$ cat src/rtl/au_pkg.sv
// Shared arithmetic-unit definitions: divider FSM states, default width and
// the iteration-counter width helper.
package au_pkg;

    typedef enum logic [1:0] {
        IDLE = 2'd0,
        CALC = 2'd1,
        DONE = 2'd2
    } div_state_t;

    localparam int unsigned DIV_WIDTH = 32;

    function automatic int unsigned cnt_width(input int unsigned width);
        return $clog2(width);
    endfunction

endpackage

$ cat src/rtl/div_32b_seq_if.sv
// Start/busy/done handshake and hi/lo result bus of the sequential divider.
interface div_32b_seq_if
    import au_pkg::*;
#(
    parameter int unsigned WIDTH = DIV_WIDTH
);
    logic             start;
    logic [WIDTH-1:0] a;
    logic [WIDTH-1:0] b;
    logic             busy;
    logic             done;
    logic [WIDTH-1:0] hi;
    logic [WIDTH-1:0] lo;
    logic             zero;
    logic             div_zero;

    modport master (
        output start, a, b,
        input  busy, done, hi, lo, zero, div_zero
    );

    modport slave (
        input  start, a, b,
        output busy, done, hi, lo, zero, div_zero
    );

endinterface

$ cat src/rtl/div_32b_seq_step.sv
// One restoring-division iteration: shift in the next dividend bit and
// subtract the divisor when it fits, using a WIDTH+1 bit compare.
module div_step
    import au_pkg::*;
#(
    parameter int unsigned WIDTH = DIV_WIDTH
) (
    input  logic [WIDTH-1:0] i_rem,
    input  logic [WIDTH-1:0] i_quo,
    input  logic [WIDTH-1:0] i_dvs,
    output logic [WIDTH-1:0] o_rem,
    output logic [WIDTH-1:0] o_quo
);

    logic [WIDTH:0] w_sh;
    logic [WIDTH:0] w_diff;

    always_comb begin
        w_sh   = {i_rem, i_quo[WIDTH-1]};
        w_diff = w_sh - {1'b0, i_dvs};
        if (!w_diff[WIDTH]) begin
            o_rem = w_diff[WIDTH-1:0];
            o_quo = {i_quo[WIDTH-2:0], 1'b1};
        end else begin
            o_rem = w_sh[WIDTH-1:0];
            o_quo = {i_quo[WIDTH-2:0], 1'b0};
        end
    end

endmodule

$ cat src/rtl/div_32b_seq.sv
// Sequential unsigned restoring divider, one quotient bit per clock;
// result returned as hi = remainder, lo = quotient.
module div_32b_seq
    import au_pkg::*;
#(
    parameter int unsigned WIDTH = DIV_WIDTH
) (
    input  logic         clk,
    input  logic         rst_n,
    div_32b_seq_if.slave bus
);

    localparam int unsigned CW = cnt_width(WIDTH);

    div_state_t       r_state;
    div_state_t       w_state_nxt;
    logic [WIDTH-1:0] r_rem;
    logic [WIDTH-1:0] r_quo;
    logic [WIDTH-1:0] r_dvs;
    logic [CW-1:0]    r_cnt;
    logic [WIDTH-1:0] r_hi;
    logic [WIDTH-1:0] r_lo;
    logic             r_zero;
    logic             r_div_zero;

    logic [WIDTH-1:0] w_rem_nxt;
    logic [WIDTH-1:0] w_quo_nxt;
    logic             w_b_zero;
    logic             w_last;

    div_step #(.WIDTH(WIDTH)) u_step (
        .i_rem (r_rem),
        .i_quo (r_quo),
        .i_dvs (r_dvs),
        .o_rem (w_rem_nxt),
        .o_quo (w_quo_nxt)
    );

    assign w_b_zero = (bus.b == '0);
    assign w_last   = (r_cnt == CW'(WIDTH - 1));

    always_comb begin
        w_state_nxt = r_state;
        case (r_state)
            IDLE:    if (bus.start) w_state_nxt = w_b_zero ? DONE : CALC;
            CALC:    if (w_last) w_state_nxt = DONE;
            DONE:    w_state_nxt = IDLE;
            default: w_state_nxt = IDLE;
        endcase
    end

    always_ff @(posedge clk) begin
        if (!rst_n) begin
            r_state    <= IDLE;
            r_rem      <= '0;
            r_quo      <= '0;
            r_dvs      <= '0;
            r_cnt      <= '0;
            r_hi       <= '0;
            r_lo       <= '0;
            r_zero     <= 1'b0;
            r_div_zero <= 1'b0;
        end else begin
            r_state <= w_state_nxt;
            case (r_state)
                IDLE: begin
                    if (bus.start) begin
                        if (w_b_zero) begin
                            r_hi       <= '0;
                            r_lo       <= '0;
                            r_zero     <= 1'b1;
                            r_div_zero <= 1'b1;
                        end else begin
                            r_rem <= '0;
                            r_quo <= bus.a;
                            r_dvs <= bus.b;
                            r_cnt <= '0;
                        end
                    end
                end
                CALC: begin
                    r_rem <= w_rem_nxt;
                    r_quo <= w_quo_nxt;
                    r_cnt <= r_cnt + CW'(1);
                    // Result publishes straight from the final step, so DONE sees it.
                    if (w_last) begin
                        r_hi       <= w_rem_nxt;
                        r_lo       <= w_quo_nxt;
                        r_zero     <= (w_quo_nxt == '0);
                        r_div_zero <= 1'b0;
                    end
                end
                default: ;
            endcase
        end
    end

    assign bus.busy     = (r_state != IDLE);
    assign bus.done     = (r_state == DONE);
    assign bus.hi       = r_hi;
    assign bus.lo       = r_lo;
    assign bus.zero     = r_zero;
    assign bus.div_zero = r_div_zero;

endmodule

$ cat src/flat_wrapper.sv
// flat-port wrapper written by rule: the top's interface ports become plain ports
module div_32b_seq_flat import au_pkg::*;
#(
    parameter int unsigned WIDTH = DIV_WIDTH
)
  (clk, rst_n, bus_start, bus_a, bus_b, bus_busy, bus_done, bus_hi, bus_lo, bus_zero, bus_div_zero);
  div_32b_seq_if #(.WIDTH(WIDTH)) bus_i ();
  input  logic clk;
  input  logic rst_n;
  input wire logic [$bits(bus_i.start)-1:0] bus_start;
  input wire logic [$bits(bus_i.a)-1:0] bus_a;
  input wire logic [$bits(bus_i.b)-1:0] bus_b;
  output wire logic [$bits(bus_i.busy)-1:0] bus_busy;
  output wire logic [$bits(bus_i.done)-1:0] bus_done;
  output wire logic [$bits(bus_i.hi)-1:0] bus_hi;
  output wire logic [$bits(bus_i.lo)-1:0] bus_lo;
  output wire logic [$bits(bus_i.zero)-1:0] bus_zero;
  output wire logic [$bits(bus_i.div_zero)-1:0] bus_div_zero;
  assign bus_i.start = bus_start;
  assign bus_i.a = bus_a;
  assign bus_i.b = bus_b;
  assign bus_busy = bus_i.busy;
  assign bus_done = bus_i.done;
  assign bus_hi = bus_i.hi;
  assign bus_lo = bus_i.lo;
  assign bus_zero = bus_i.zero;
  assign bus_div_zero = bus_i.div_zero;
  div_32b_seq #(.WIDTH(WIDTH)) u_core (.clk(clk), .rst_n(rst_n), .bus(bus_i));
endmodule
$ cat config.mk
export PLATFORM = sky130hd
export DESIGN_NAME = div_32b_seq_flat
export DESIGN_NICKNAME = d
export VERILOG_FILES = /design/src/rtl/au_pkg.sv /design/src/rtl/div_32b_seq_if.sv /design/src/rtl/div_32b_seq_step.sv /design/src/rtl/div_32b_seq.sv /design/src/flat_wrapper.sv
export SDC_FILE = /design/constraint.sdc
export NUM_CORES = 1
export LEC_CHECK = 0
export ABC_AREA = 1
export CAP_MARGIN = 20
export CORE_ASPECT_RATIO = 0.75
export CORE_MARGIN = 1.5
export CORE_UTILIZATION = 55
export CTS_CLUSTER_DIAMETER = 100
export DETAILED_ROUTE_END_ITERATION = 7
export MAX_ROUTING_LAYER = met4
export PLACE_DENSITY = 0.9
export SKIP_LAST_GASP = 1
export SLEW_MARGIN = 40
export SYNTH_ARGS = -nofsm -noshare
export SYNTH_HDL_FRONTEND = slang
export SYNTH_SLANG_ARGS = --single-unit
$ cat constraint.sdc
create_clock -name clk -period 3.2 [get_ports clk]
set_input_delay 0.48 -clock clk [delete_from_list [all_inputs] [get_ports clk]]
set_output_delay 0.48 -clock clk [all_outputs]
set_load 0.05 [all_outputs]
==> flow_summary.ini <==
[run_status]
outcome = complete, but fails checks
failing_checks = design-rule violations

[logic_synthesis]
post-synth-top-count-cell = sky130_fd_sc_hd__nand2_1
synth.top_cell.area_share = 0.365
syn_area_um2 = 9280
synthMuxAreaShare = 0
yosysSeqAreaShare = 0.365
synth_cell_type_count = 35
yosys_most_used_dff = sky130_fd_sc_hd__dfxtp_1
asyncSetResetFlopFracSynth = 0
synth-edff-count = 0
top_cells_by_area_synth = sky130_fd_sc_hd__dfxtp_1 (36%), sky130_fd_sc_hd__nand2_1 (16%), sky130_fd_sc_hd__a21oi_1 (8.3%)
ys_seq_elements = 169
yosysWarningCount = 0
post_synth_inst_count = 1413
synth_top_area_cell = sky130_fd_sc_hd__dfxtp_1
synth_simple_gate_area_frac = 0.284
synth_compound_area_frac = 0.183
synth_fa_ha_area_frac = 0.0480
synth.cells.most_frequent = sky130_fd_sc_hd__nand2_1 (389), sky130_fd_sc_hd__inv_1 (178), sky130_fd_sc_hd__dfxtp_1 (169), sky130_fd_sc_hd__a21oi_1 (153), sky130_fd_sc_hd__o21ai_0 (129)
synth_top_family_by_area = simple AND/OR/NAND/NOR gates
synthesis.nets = 1515
post_synth.cell_area_avg_um2 = 6.57
xor_xnor_share_of_the_synthesized_area = 0.0113

[clock_tree]
post_cts_buffers = 0
cts_root_buffer = sky130_fd_sc_hd__clkbuf_16
cts_hold_buffers = 0
numClockSinks = 169
cts_tree = done
cts-resized-gates = 0
clock_latency_ns = 0.44
clock_path_buffers = 2
cts_inserted_buffers = 17
ctsHtreeMaxLevel = 4
clkSlewWorstSetupHoldPaths_ns = 0.07

[final_layout]
areaGrowthSynthToFinish_pct = 21.7
final_layout_size_suffix_gt1_frac = 0.0524
finish.instance_area_um2 = 11300
num-fill-cells = 1390
layout.nets = 1615
insertedDiodeCount = 0

[grt]
grt.met2_usage = 0.500
global_route_wire_length_before_repair_um = 43700
number_of_global_route_vias_before_repair = 8608
met3_track_demand_over_resource = 0.0453
gr-total-overflow = 0
groute.usage.overall = 0.319
most_crowded_layer_gr = met2
antenna_violations_before_repair = 0
grt_max_degree = 69
grtUsageMet1 = 0.434

[worst_setup_path]
worst-setup-path-type = flop to flop
crit_start = u_core.r_quo[31]
path_max_fanout = 18
endpoint_kind = flop
startpoint_type = flop
crit-reg2reg-launch = u_core.r_quo[31]
critPathRequiredTime_ns = 3.56
cp.arrival_ns = 3.12

[route]
antenna_violating_nets_post_route = 0
avgRoutedWirePerCell_um = 15.7
route.detailed.vias_per_inst = 5.53
drtPass1Iterations = 8
drt_drc_violations_left = 6
wl_um = 27200
vias = 9592
detail_route.iter0.violations = 958

[floorplan]
coreArea_um2 = 16300
floorplan.initialDensity = 0.570
dieArea_um2 = 17700
fp.dieW_um = 153
ios = 135
die_height_um = 115
fp-row-count = 40

[power]
power.static_leakage_nw = 5.10
ir_worst_vdd_uv = 419
fin_total_pwr_mw = 7.65
powerDensity_nw_per_um2 = 678

[hold_path]
min_path_type = input pin to flop
hold_path.startpoint = rst_n

[placement]
placement.io_buffers = 134
final_weighted_congestion_in_routability_driven_placement = 1.01
place.detailed.hpwl_um = 19900
preCtsSetupSlack_ns = 0.447
dpl_cell_area_um2 = 10700

[sta]
finalHoldViolCount = 0
timing.final.ws_setup_ns = 0.440
slew_headroom = 0.507
rsz0062_at_grt = false
worstMarginPinSlew_ns = 0.739
max_clock_freq_mhz = 362
final-max-slew-violation-count = 0
clock_skew_ns = 0.0109
finalCriticalPeriod_ns = 2.76
finalCritPeriodShare = 0.862
finalSetupViolCount = 0
tns_ns = 0

[run]
cap_violations = 0
## state kept, by name, summed over array words and instances, names as in the netlist
register	flops
u_core.r_state	2
u_core.bus.lo	32
u_core.r_cnt	5
u_core.r_dvs	32
u_core.bus.zero	1
u_core.r_rem	32
u_core.r_quo	32
u_core.bus.div_zero	1
u_core.bus.hi	32
## area by class of cell
class / instances / area (um^2) / share of cell area
clock inverter: 14 / 135 / 0.0120
inverter: 189 / 709 / 0.0628
tap: 210 / 263 / 0.0233
clock buffer: 18 / 429 / 0.0380
sequential: 169 / 3380 / 0.300
multi-input combinational: 989 / 4910 / 0.435
timing repair buffer: 147 / 1460 / 0.129
## power by group
group	total, mW	internal [mW]	switching (mW)
Clock	2.00	1.03	0.968
Combinational	3.16	1.01	2.15
Sequential	2.49	2.33	0.160
Total	7.65	4.37	3.28
## layout by cell type, fill, tap and decap left out, types with 2 or more instances in the layout
master,n
sky130_fd_sc_hd__nand2_1,388
sky130_fd_sc_hd__inv_1,178
sky130_fd_sc_hd__dfxtp_1,169
sky130_fd_sc_hd__a21oi_1,153
sky130_fd_sc_hd__clkdlybuf4s50_1,133
sky130_fd_sc_hd__o21ai_0,128
sky130_fd_sc_hd__nand3_1,93
sky130_fd_sc_hd__nor2_1,71
sky130_fd_sc_hd__ha_1,34
sky130_fd_sc_hd__a31oi_1,32
sky130_fd_sc_hd__clkbuf_16,17
sky130_fd_sc_hd__nand4_1,13
sky130_fd_sc_hd__nand3b_1,11
sky130_fd_sc_hd__inv_2,11
sky130_fd_sc_hd__buf_4,11
sky130_fd_sc_hd__nand2_2,9
sky130_fd_sc_hd__xnor2_1,8
sky130_fd_sc_hd__nor4_1,7
sky130_fd_sc_hd__nor3_1,6
sky130_fd_sc_hd__nand2_4,6
sky130_fd_sc_hd__and2_1,5
sky130_fd_sc_hd__xor2_1,4
sky130_fd_sc_hd__o21ai_1,4
sky130_fd_sc_hd__inv_6,4
sky130_fd_sc_hd__o21bai_1,3
sky130_fd_sc_hd__clkinvlp_4,3
sky130_fd_sc_hd__nor2_2,2
sky130_fd_sc_hd__a21o_1,2
sky130_fd_sc_hd__clkinv_4,2
sky130_fd_sc_hd__clkinv_8,2
sky130_fd_sc_hd__inv_8,2
sky130_fd_sc_hd__buf_12,2
## metal layers
| layer | wire length, um | part of all wire | up-vias |
|---|---|---|---|
| met3 | 2220 | 0.082 | 33 |
| met2 | 12100 | 0.45 | 402 |
| met5 | 0 | 0 | - |
| li1 | - | - | 4794 |
| met1 | 12500 | 0.46 | 4363 |
| met4 | 375 | 0.014 | 0 |
## worst max-delay path, stage by stage (launching register included)
cell and delay [ns]:
sky130_fd_sc_hd__dfxtp_1 0.33, sky130_fd_sc_hd__inv_1 0.07, sky130_fd_sc_hd__ha_1 0.21, sky130_fd_sc_hd__fa_1 0.41, sky130_fd_sc_hd__inv_1 0.13, sky130_fd_sc_hd__nand2_1 0.07, sky130_fd_sc_hd__nand2_1 0.07, sky130_fd_sc_hd__nand3_1 0.08
sky130_fd_sc_hd__nand2_2 0.13, sky130_fd_sc_hd__nand2_2 0.08, sky130_fd_sc_hd__nand2_2 0.09, sky130_fd_sc_hd__nand2_4 0.08, sky130_fd_sc_hd__nand3_4 0.21, sky130_fd_sc_hd__nand3_1 0.33, sky130_fd_sc_hd__nand2_1 0.16, sky130_fd_sc_hd__nand2_1 0.10
sky130_fd_sc_hd__a21oi_1 0.13
## logic make-up after synthesis
kind of cell / Yosys count
buf+inv: 255
fa+ha+maj: 35
flops: 169
xor+xnor: 12
compound gates: 326
simple gates: 616
## path summary, 6_finish.rpt
path | slack (ns) | cells past startpoint | endpoint
max | 0.44 | 16 | u_core.r_rem[30]
min | 0.42 | 3 | u_core.r_cnt[2]
max reg2reg | 0.44 | 16 | u_core.r_rem[30]
min reg2reg | 0.46 | 2 | u_core.r_dvs[31]
## stage by stage
step | instances | util | hold WS [ns]
after floorplan | 1413 | - | 0.435
after global placement | 1704 | 0.659 | 0.450
after detailed placement | 1704 | 0.659 | 0.454
after CTS | 1736 | 0.694 | 0.410
after global routing | 1736 | 0.694 | 0.441
final | 1736 | 0.694 | 0.421
Note: power is estimated with default switching activity, not from simulation.
